`src/rtl/adv7393_pkg.sv`:
```
// Shared types, constants and address/interval helpers for the ADV7393 line fetch scheduler.
package adv7393_pkg;

   localparam int LINES_CNT_W  = 10;
   localparam int ADDR_W       = 32;
   localparam int BEATS_W      = 16;
   localparam int LINE_LEN_W   = 16;
   localparam int PIX_PER_BEAT = 4;
   localparam int BUFFER_COUNT = 2;
   localparam int SLOT_W       = $clog2(BUFFER_COUNT);
   localparam int CNT_W        = $clog2(BUFFER_COUNT + 1);

   typedef struct packed {
      logic [ADDR_W-1:0] Base;
      logic [ADDR_W-1:0] LineStep;
   } BufferRegs_t;

   typedef struct packed {
      logic [LINES_CNT_W-1:0] Lines;
      logic [LINE_LEN_W-1:0]  LineLength;
   } FrameRegs_t;

   typedef struct packed {
      logic [LINES_CNT_W-1:0] ActiveLines;
   } StandardRegs_t;

   typedef struct packed {
      BufferRegs_t   buffer;
      FrameRegs_t    frame;
      StandardRegs_t standard;
   } ADV7393RegBlock_t;

   typedef struct packed {
      logic blank;
      logic ready;
   } SlotState_t;

   typedef struct packed {
      logic [ADDR_W-1:0]  addr;
      logic [BEATS_W-1:0] beats;
      logic [SLOT_W-1:0]  slot;
   } FetchCmd_t;

   typedef struct packed {
      logic                   active;
      logic [LINES_CNT_W-1:0] rel;
   } LineWindow_t;

   typedef enum logic [1:0] {
      ST_IDLE,
      ST_CALC,
      ST_ISSUE
   } FetchState_t;

   // Picture is centred vertically in the standard's active lines; stop is exclusive.
   function automatic LineWindow_t frame_align_center(input ADV7393RegBlock_t regs,
                                                      input logic [LINES_CNT_W-1:0] line_idx);
      logic [LINES_CNT_W-1:0] start;
      logic [LINES_CNT_W:0]   stop;
      LineWindow_t            win;
      start      = (regs.standard.ActiveLines - regs.frame.Lines) >> 1;
      stop       = {1'b0, start} + {1'b0, regs.frame.Lines};
      win.active = (line_idx >= start) && ({1'b0, line_idx} < stop);
      win.rel    = line_idx - start;
      return win;
   endfunction

   function automatic logic [ADDR_W-1:0] line_addr(input ADV7393RegBlock_t regs,
                                                   input logic fb_sel,
                                                   input logic [LINES_CNT_W-1:0] rel);
      logic [ADDR_W-1:0] frame_off;
      logic [ADDR_W-1:0] line_off;
      frame_off = fb_sel ? ADDR_W'(regs.frame.Lines) * regs.buffer.LineStep : '0;
      line_off  = ADDR_W'(rel) * regs.buffer.LineStep;
      return regs.buffer.Base + frame_off + line_off;
   endfunction

   function automatic logic [BEATS_W-1:0] line_beats(input logic [LINE_LEN_W-1:0] len);
      logic [LINE_LEN_W:0] padded;
      padded = {1'b0, len} + (LINE_LEN_W+1)'(PIX_PER_BEAT - 1);
      return BEATS_W'(padded / (LINE_LEN_W+1)'(PIX_PER_BEAT));
   endfunction

endpackage

```
`src/rtl/adv7393_slot_ring.sv`:
```
// Line-buffer slot ring: allocation, DMA completion marking and output-side pop.
module adv7393_slot_ring
   import adv7393_pkg::*;
(
   input  logic              clk,
   input  logic              rst_n,
   input  logic              alloc,
   input  logic              alloc_blank,
   input  logic              mark_ready,
   input  logic              pop,
   output logic [SLOT_W-1:0] wr_ptr,
   output logic [SLOT_W-1:0] rd_ptr,
   output logic [CNT_W-1:0]  count,
   output SlotState_t        head
);

   SlotState_t        slots [BUFFER_COUNT];
   logic [SLOT_W-1:0] ready_idx;
   logic              ready_hit;
   logic              pop_ok;

   assign head   = slots[rd_ptr];
   assign pop_ok = pop && (count != '0);

   // Walk from the youngest to the oldest so the oldest pending fetch wins.
   always_comb begin
      ready_hit = 1'b0;
      ready_idx = rd_ptr;
      for (int i = BUFFER_COUNT - 1; i >= 0; i--) begin
         if ((i < int'(count)) && !slots[rd_ptr + SLOT_W'(i)].blank
                               && !slots[rd_ptr + SLOT_W'(i)].ready) begin
            ready_hit = 1'b1;
            ready_idx = rd_ptr + SLOT_W'(i);
         end
      end
   end

   always_ff @(posedge clk or negedge rst_n) begin
      if (!rst_n) begin
         wr_ptr <= '0;
         rd_ptr <= '0;
         count  <= '0;
         // NOTE: only two flag pairs, so they are reset; head then reads a defined value when empty.
         for (int i = 0; i < BUFFER_COUNT; i++) slots[i] <= '0;
      end else begin
         if (mark_ready && ready_hit) slots[ready_idx].ready <= 1'b1;
         if (alloc) begin
            slots[wr_ptr] <= '{blank: alloc_blank, ready: alloc_blank};
            wr_ptr        <= wr_ptr + SLOT_W'(1);
         end
         if (pop_ok) rd_ptr <= rd_ptr + SLOT_W'(1);
         case ({alloc, pop_ok})
            2'b10:   count <= count + CNT_W'(1);
            2'b01:   count <= count - CNT_W'(1);
            default: count <= count;
         endcase
      end
   end

endmodule

```
`src/rtl/adv7393_fetch_scheduler.sv`:
```
// Per-line fetch scheduler: classifies lines, issues DMA read commands, tracks slots and buffer swaps.
module adv7393_fetch_scheduler
   import adv7393_pkg::*;
(
   input  logic                   clk,
   input  logic                   rst_n,
   input  logic                   enable,
   input  ADV7393RegBlock_t       regs,
   input  logic                   frame_start,
   input  logic                   line_req,
   input  logic [LINES_CNT_W-1:0] line_idx,
   input  logic                   fb_swap_req,
   output logic                   fb_sel,
   output logic                   cmd_valid,
   input  logic                   cmd_ready,
   output logic [ADDR_W-1:0]      cmd_addr,
   output logic [BEATS_W-1:0]     cmd_beats,
   output logic [SLOT_W-1:0]      cmd_slot,
   input  logic                   fetch_done,
   input  logic                   line_out_start,
   output logic [SLOT_W-1:0]      rd_slot,
   output logic                   rd_blank,
   input  logic                   consumed,
   output logic                   underrun,
   output logic                   overflow
);

   FetchState_t            state;
   FetchState_t            next_state;
   LineWindow_t            win;
   FetchCmd_t              cmd_q;
   logic [LINES_CNT_W-1:0] rel_q;
   logic                   fb_q;
   logic                   swap_pending;
   logic                   ring_full;
   logic                   req_ok;
   logic                   req_drop;
   logic                   req_fetch;
   logic                   alloc;
   logic [SLOT_W-1:0]      wr_ptr;
   logic [SLOT_W-1:0]      rd_ptr;
   logic [CNT_W-1:0]       count;
   SlotState_t             head;

   assign win       = frame_align_center(regs, line_idx);
   assign ring_full = (count == CNT_W'(BUFFER_COUNT));
   assign req_ok    = line_req && enable && (state == ST_IDLE) && !ring_full;
   assign req_drop  = line_req && enable && ((state != ST_IDLE) || ring_full);
   assign req_fetch = req_ok && win.active;
   assign alloc     = req_ok;

   assign cmd_addr  = cmd_q.addr;
   assign cmd_beats = cmd_q.beats;
   assign cmd_slot  = cmd_q.slot;

   adv7393_slot_ring u_ring (
      .clk         (clk),
      .rst_n       (rst_n),
      .alloc       (alloc),
      .alloc_blank (!win.active),
      .mark_ready  (fetch_done),
      .pop         (consumed),
      .wr_ptr      (wr_ptr),
      .rd_ptr      (rd_ptr),
      .count       (count),
      .head        (head)
   );

   always_ff @(posedge clk or negedge rst_n) begin
      if (!rst_n) state <= ST_IDLE;
      else        state <= next_state;
   end

   // NOTE: next_state gets a default before the case so no path leaves it unassigned (no latch).
   always_comb begin
      next_state = state;
      case (state)
         ST_IDLE:  if (req_fetch) next_state = ST_CALC;
         ST_CALC:  next_state = ST_ISSUE;
         ST_ISSUE: if (cmd_ready) next_state = ST_IDLE;
         default:  next_state = ST_IDLE;
      endcase
   end

   always_comb begin
      cmd_valid = (state == ST_ISSUE);
   end

   // fb_q captures the front buffer at acceptance so a later swap cannot move this line.
   always_ff @(posedge clk or negedge rst_n) begin
      if (!rst_n) begin
         cmd_q <= '0;
         rel_q <= '0;
         fb_q  <= 1'b0;
      end else begin
         if (req_fetch) begin
            rel_q      <= win.rel;
            fb_q       <= fb_sel;
            cmd_q.slot <= wr_ptr;
         end
         if (state == ST_CALC) begin
            cmd_q.addr  <= line_addr(regs, fb_q, rel_q);
            cmd_q.beats <= line_beats(regs.frame.LineLength);
         end
      end
   end

   always_ff @(posedge clk or negedge rst_n) begin
      if (!rst_n) begin
         fb_sel       <= 1'b0;
         swap_pending <= 1'b0;
      end else if (frame_start && (swap_pending || fb_swap_req)) begin
         fb_sel       <= ~fb_sel;
         swap_pending <= 1'b0;
      end else if (fb_swap_req) begin
         swap_pending <= 1'b1;
      end
   end

   // An empty or unfetched head is shown as blank; the head stays queued for its fetch.
   always_ff @(posedge clk or negedge rst_n) begin
      if (!rst_n) begin
         rd_slot  <= '0;
         rd_blank <= 1'b0;
         underrun <= 1'b0;
         overflow <= 1'b0;
      end else begin
         overflow <= req_drop;
         underrun <= 1'b0;
         if (line_out_start) begin
            if ((count != '0) && head.ready) begin
               rd_slot  <= rd_ptr;
               rd_blank <= head.blank;
            end else begin
               rd_blank <= 1'b1;
               underrun <= 1'b1;
            end
         end
      end
   end

endmodule

```
`config.mk`:
```
export PLATFORM = sky130hd
export DESIGN_NAME = adv7393_fetch_scheduler
export DESIGN_NICKNAME = d
export VERILOG_FILES = /design/src/rtl/adv7393_pkg.sv /design/src/rtl/adv7393_slot_ring.sv /design/src/rtl/adv7393_fetch_scheduler.sv
export SDC_FILE = /design/constraint.sdc
export NUM_CORES = 2
export LEC_CHECK = 0
export CORE_UTILIZATION = 45
export CTS_BUF_LIST = sky130_fd_sc_hd__clkbuf_8
export DETAILED_ROUTE_END_ITERATION = 6
export PLACE_DENSITY = 0.76
export SLEW_MARGIN = 20
export SYNTH_ARGS = -nofsm -noshare
export SYNTH_HDL_FRONTEND = slang
export SYNTH_HIERARCHICAL = 1
export SYNTH_SLANG_ARGS = --single-unit
```
`constraint.sdc`:
```
create_clock -name clk -period 10.1 [get_ports clk]
set_input_delay 2.525 -clock clk [delete_from_list [all_inputs] [get_ports clk]]
set_output_delay 2.525 -clock clk [all_outputs]
set_load 0.01 [all_outputs]
```
==> flow_summary.yaml <==
cells_and_area:
  nets: 3503
  diodes: 0
  seq_area_sq_mm: 0.00188
  drive_gt1_frac: 0.182
  fillers: 3939
  area_growth_pct: 25.7
  final_cell_mix: "445 x fa_1, 409 x inv_1, 386 x nand2_1"
  layout_commonest_cell: "fa_1"
  multiInputGateArea_sq_mm: 0.0184
route:
  via_per_inst: 5.32
  drtIter0Drc: 1192
  drtAntennaViolNets: 0
  first_pass_iters: 7
  drc: 0
  wire_per_inst_um: 17.6
  vias: 18100
  routed_wl_um: 59800
worst_hold_path:
  hold_depth: 2
  hold_path_class: "flip-flop to flip-flop"
job:
  drv_cap: 0
synth:
  synth-edff-count: 0
  syn_nets: 3141
  synth_area_sq_mm: 0.0216
  synth_flop_cell: "dfrtp_1"
  postSynth.asyncResetShare: 1.00
  synth_seq_cells: 75
  ys_seq_area_frac: 0.0868
  yosysUniqueCellTypes: 78
  syn-instance-count: 2430
  synth_warnings: 6
  avgSynthCellArea_sq_um: 8.90
timing:
  holdWs_ns: 0.482
  maxSlewViolCount: 0
  fin_crit_ns: 11.03
  finalSetupTns_ns: -8.94
  clock-skew-final_ns: 0.0159
  rsz0062_at_grt: "yes"
  period_share: 1.09
  slew_headroom: 0.331
  final_hold_viol_count: 0
  worst_slack_ns: -0.926
  worst_slew_pin_slew_ns: 1.00
  fmax_ghz: 0.0907
  setup_viol: 18
clock_tree:
  htreeDepth: 3
  cts_tree: "done"
  cts_max_path_buffers: 2
  cts_num_sinks: 75
  cts-root-buf: "clkbuf_8"
  cts_buffers: 9
  insertion_delay_ns: 0.40
  path_clk_slew_ns: 0.08
worst_setup_path:
  crit_fanout: 5
  cp-end-kind: "flip-flop"
  arrival_ns: 11.27
  r2r_cells: 20
  required_ns: 10.34
  critical_path_class: "input pin to flip-flop"
  crit_path_start_kind: "input pin"
  max_stage_delay_ns: 0.53
  crit_path_top_delay_cell: "fa_1"
  cp_common_cell: "fa_1"
placed_design:
  hpwl_um: 48200
  gp_congestion: 0.929
  io_buffers: 173
global_routing:
  overflow: 0
  grt_pass1_vias: 19900
  antenna_found_initial: 2
  grt_pass1_wl_um: 98400
  grt_max_degree: 93
  grt_use_total: 0.251
run_status:
  violations: "negative setup slack"
  outcome: "finished, violations left"
die:
  core_sq_mm: 0.0470
  num_io_pins: 175
  die_area_sq_mm: 0.0489
  rows: 79
  fp.dieW_um: 221
  die_h_um: 221
  initial_core_util: 0.461
-- cell type report --
| type | count | share of cell area |
|---|---|---|
| multi-input combinational | 1803 | 0.677 |
| timing repair buffer | 474 | 0.159 |
| sequential | 75 | 0.0691 |
| inverter | 429 | 0.0593 |
| tap | 607 | 0.0279 |
| clock buffer | 9 | 0.00456 |
| clock inverter | 7 | 0.00304 |
-- worst max-delay path, delay by kind of cell --
| family | cells | cell delay, ns |
|---|---|---|
| adders and majority gates | 10 | 4.56 |
| AOI/OAI and AO/OA | 10 | 1.42 |
| xor gates and xnor gates | 7 | 1.27 |
| buffers and inverters | 12 | 1.18 |
| muxes | 1 | 0.15 |
| and+or+nand+nor | 1 | 0.14 |
-- metal layers --
layer / part of all wire / vias up / global-route usage / routed length [um]
li1: - / 8066 / - / -
met1: 0.40 / 9260 / 0.316 / 23700
met2: 0.51 / 628 / 0.437 / 30300
met3: 0.065 / 159 / 0.0462 / 3900
met4: 0.032 / 4 / 0.0794 / 1940
met5: 0.00042 / - / 0 / 25
-- cell usage after synthesis, drive strengths merged (2+ instances only) --
cell type,instances,share of area
mux2i,2,0.00093
o21a,9,0.0031
a211oi,10,0.0037
buf,14,0.0036
or3b,2,0.00081
nand4,6,0.0017
a21boi,3,0.0010
a211o,2,0.00081
a31oi,5,0.0014
nand3b,2,0.00069
o211ai,5,0.0020
nor3,16,0.0037
o21bai,10,0.0035
nand3,20,0.0046
a2111oi,2,0.00081
inv,429,0.074
nand2,400,0.069
nand2b,15,0.0043
nor2b,11,0.0032
fa,460,0.43
clkbuf,109,0.019
xnor2,74,0.030
nor3b,2,0.00069
o21ai,103,0.024
o311ai,6,0.0032
or3,3,0.00087
o221ai,2,0.00081
nor2,64,0.011
o31ai,10,0.0037
dfrtp,75,0.087
and2,252,0.073
xor2,44,0.018
ha,131,0.076
nor4,2,0.00058
o2111ai,3,0.0012
mux2,9,0.0047
a221o,2,0.00093
and3,5,0.0017
a21oi,62,0.015
a21o,32,0.011
-- registers in the layout, summed over array words and instances, names as in the netlist --
signal	flops
cmd_addr	32
cmd_beats	15
cmd_slot	1
fb_q	1
fb_sel	1
overflow	1
rd_blank	1
rd_slot	1
rel_q	10
state	2
swap_pending	1
u_ring/count	2
u_ring/rd_ptr	1
u_ring/slots	4
u_ring/wr_ptr	1
underrun	1
-- worst paths after layout --
kind,slack (ns),start,endpoint
max,-0.93,regs[51],cmd_addr[31]$_DFFE_PN0N_
min,0.48,rel_q[3]$_DFFE_PN0P_,rel_q[3]$_DFFE_PN0P_
max reg2reg,4.05,fb_q$_DFFE_PN0P_,cmd_addr[31]$_DFFE_PN0N_
min reg2reg,0.48,rel_q[3]$_DFFE_PN0P_,rel_q[3]$_DFFE_PN0P_
max in group asynchronous,7.08,rst_n,rel_q[3]$_DFFE_PN0P_
min in group asynchronous,1.91,rst_n,cmd_addr[0]$_DFFE_PN0N_
-- logic make-up (layout without fill, tap and decap cells) --
| kind of cell | Yosys count | in the layout | synth area share |
|---|---|---|---|
| compound gates | 277 | 277 | 0.0819 |
| xor+xnor | 118 | 118 | 0.0481 |
| fa+ha+maj | 591 | 591 | 0.502 |
| buf+inv | 552 | 919 | 0.0974 |
| flops | 75 | 75 | 0.0868 |
| mux | 11 | 11 | 0.00561 |
| other cells | 1 | 1 | 0.000173 |
| simple gates | 805 | 805 | 0.178 |
-- repair_timing --
item	CTS	global route
setup buffers	37	11
resized for setup	194	71
cloned	6	0
hold buffers	0	0
pin swaps	103	68
endpoints found under the setup margin	21	20
-- metrics by stage --
| stage | std cells | setup WS [ns] | utilization | cell area [sq um] |
|---|---|---|---|---|
| finish | 3404 | -0.926 | 0.579 | 27200 |
| detailed placement | 3338 | -1.74 | 0.553 | 26000 |
| floorplan | 2430 | -0.588 | - | 22100 |
| CTS | 3396 | -0.893 | 0.573 | 26900 |
| global placement | 3338 | -1.55 | 0.553 | 26000 |
| global route | 3404 | -1.23 | 0.579 | 27200 |
Power is left out: the tool's default activity adds up to more than one toggle a clock period on the data nets, which glitch-free logic cannot reach.
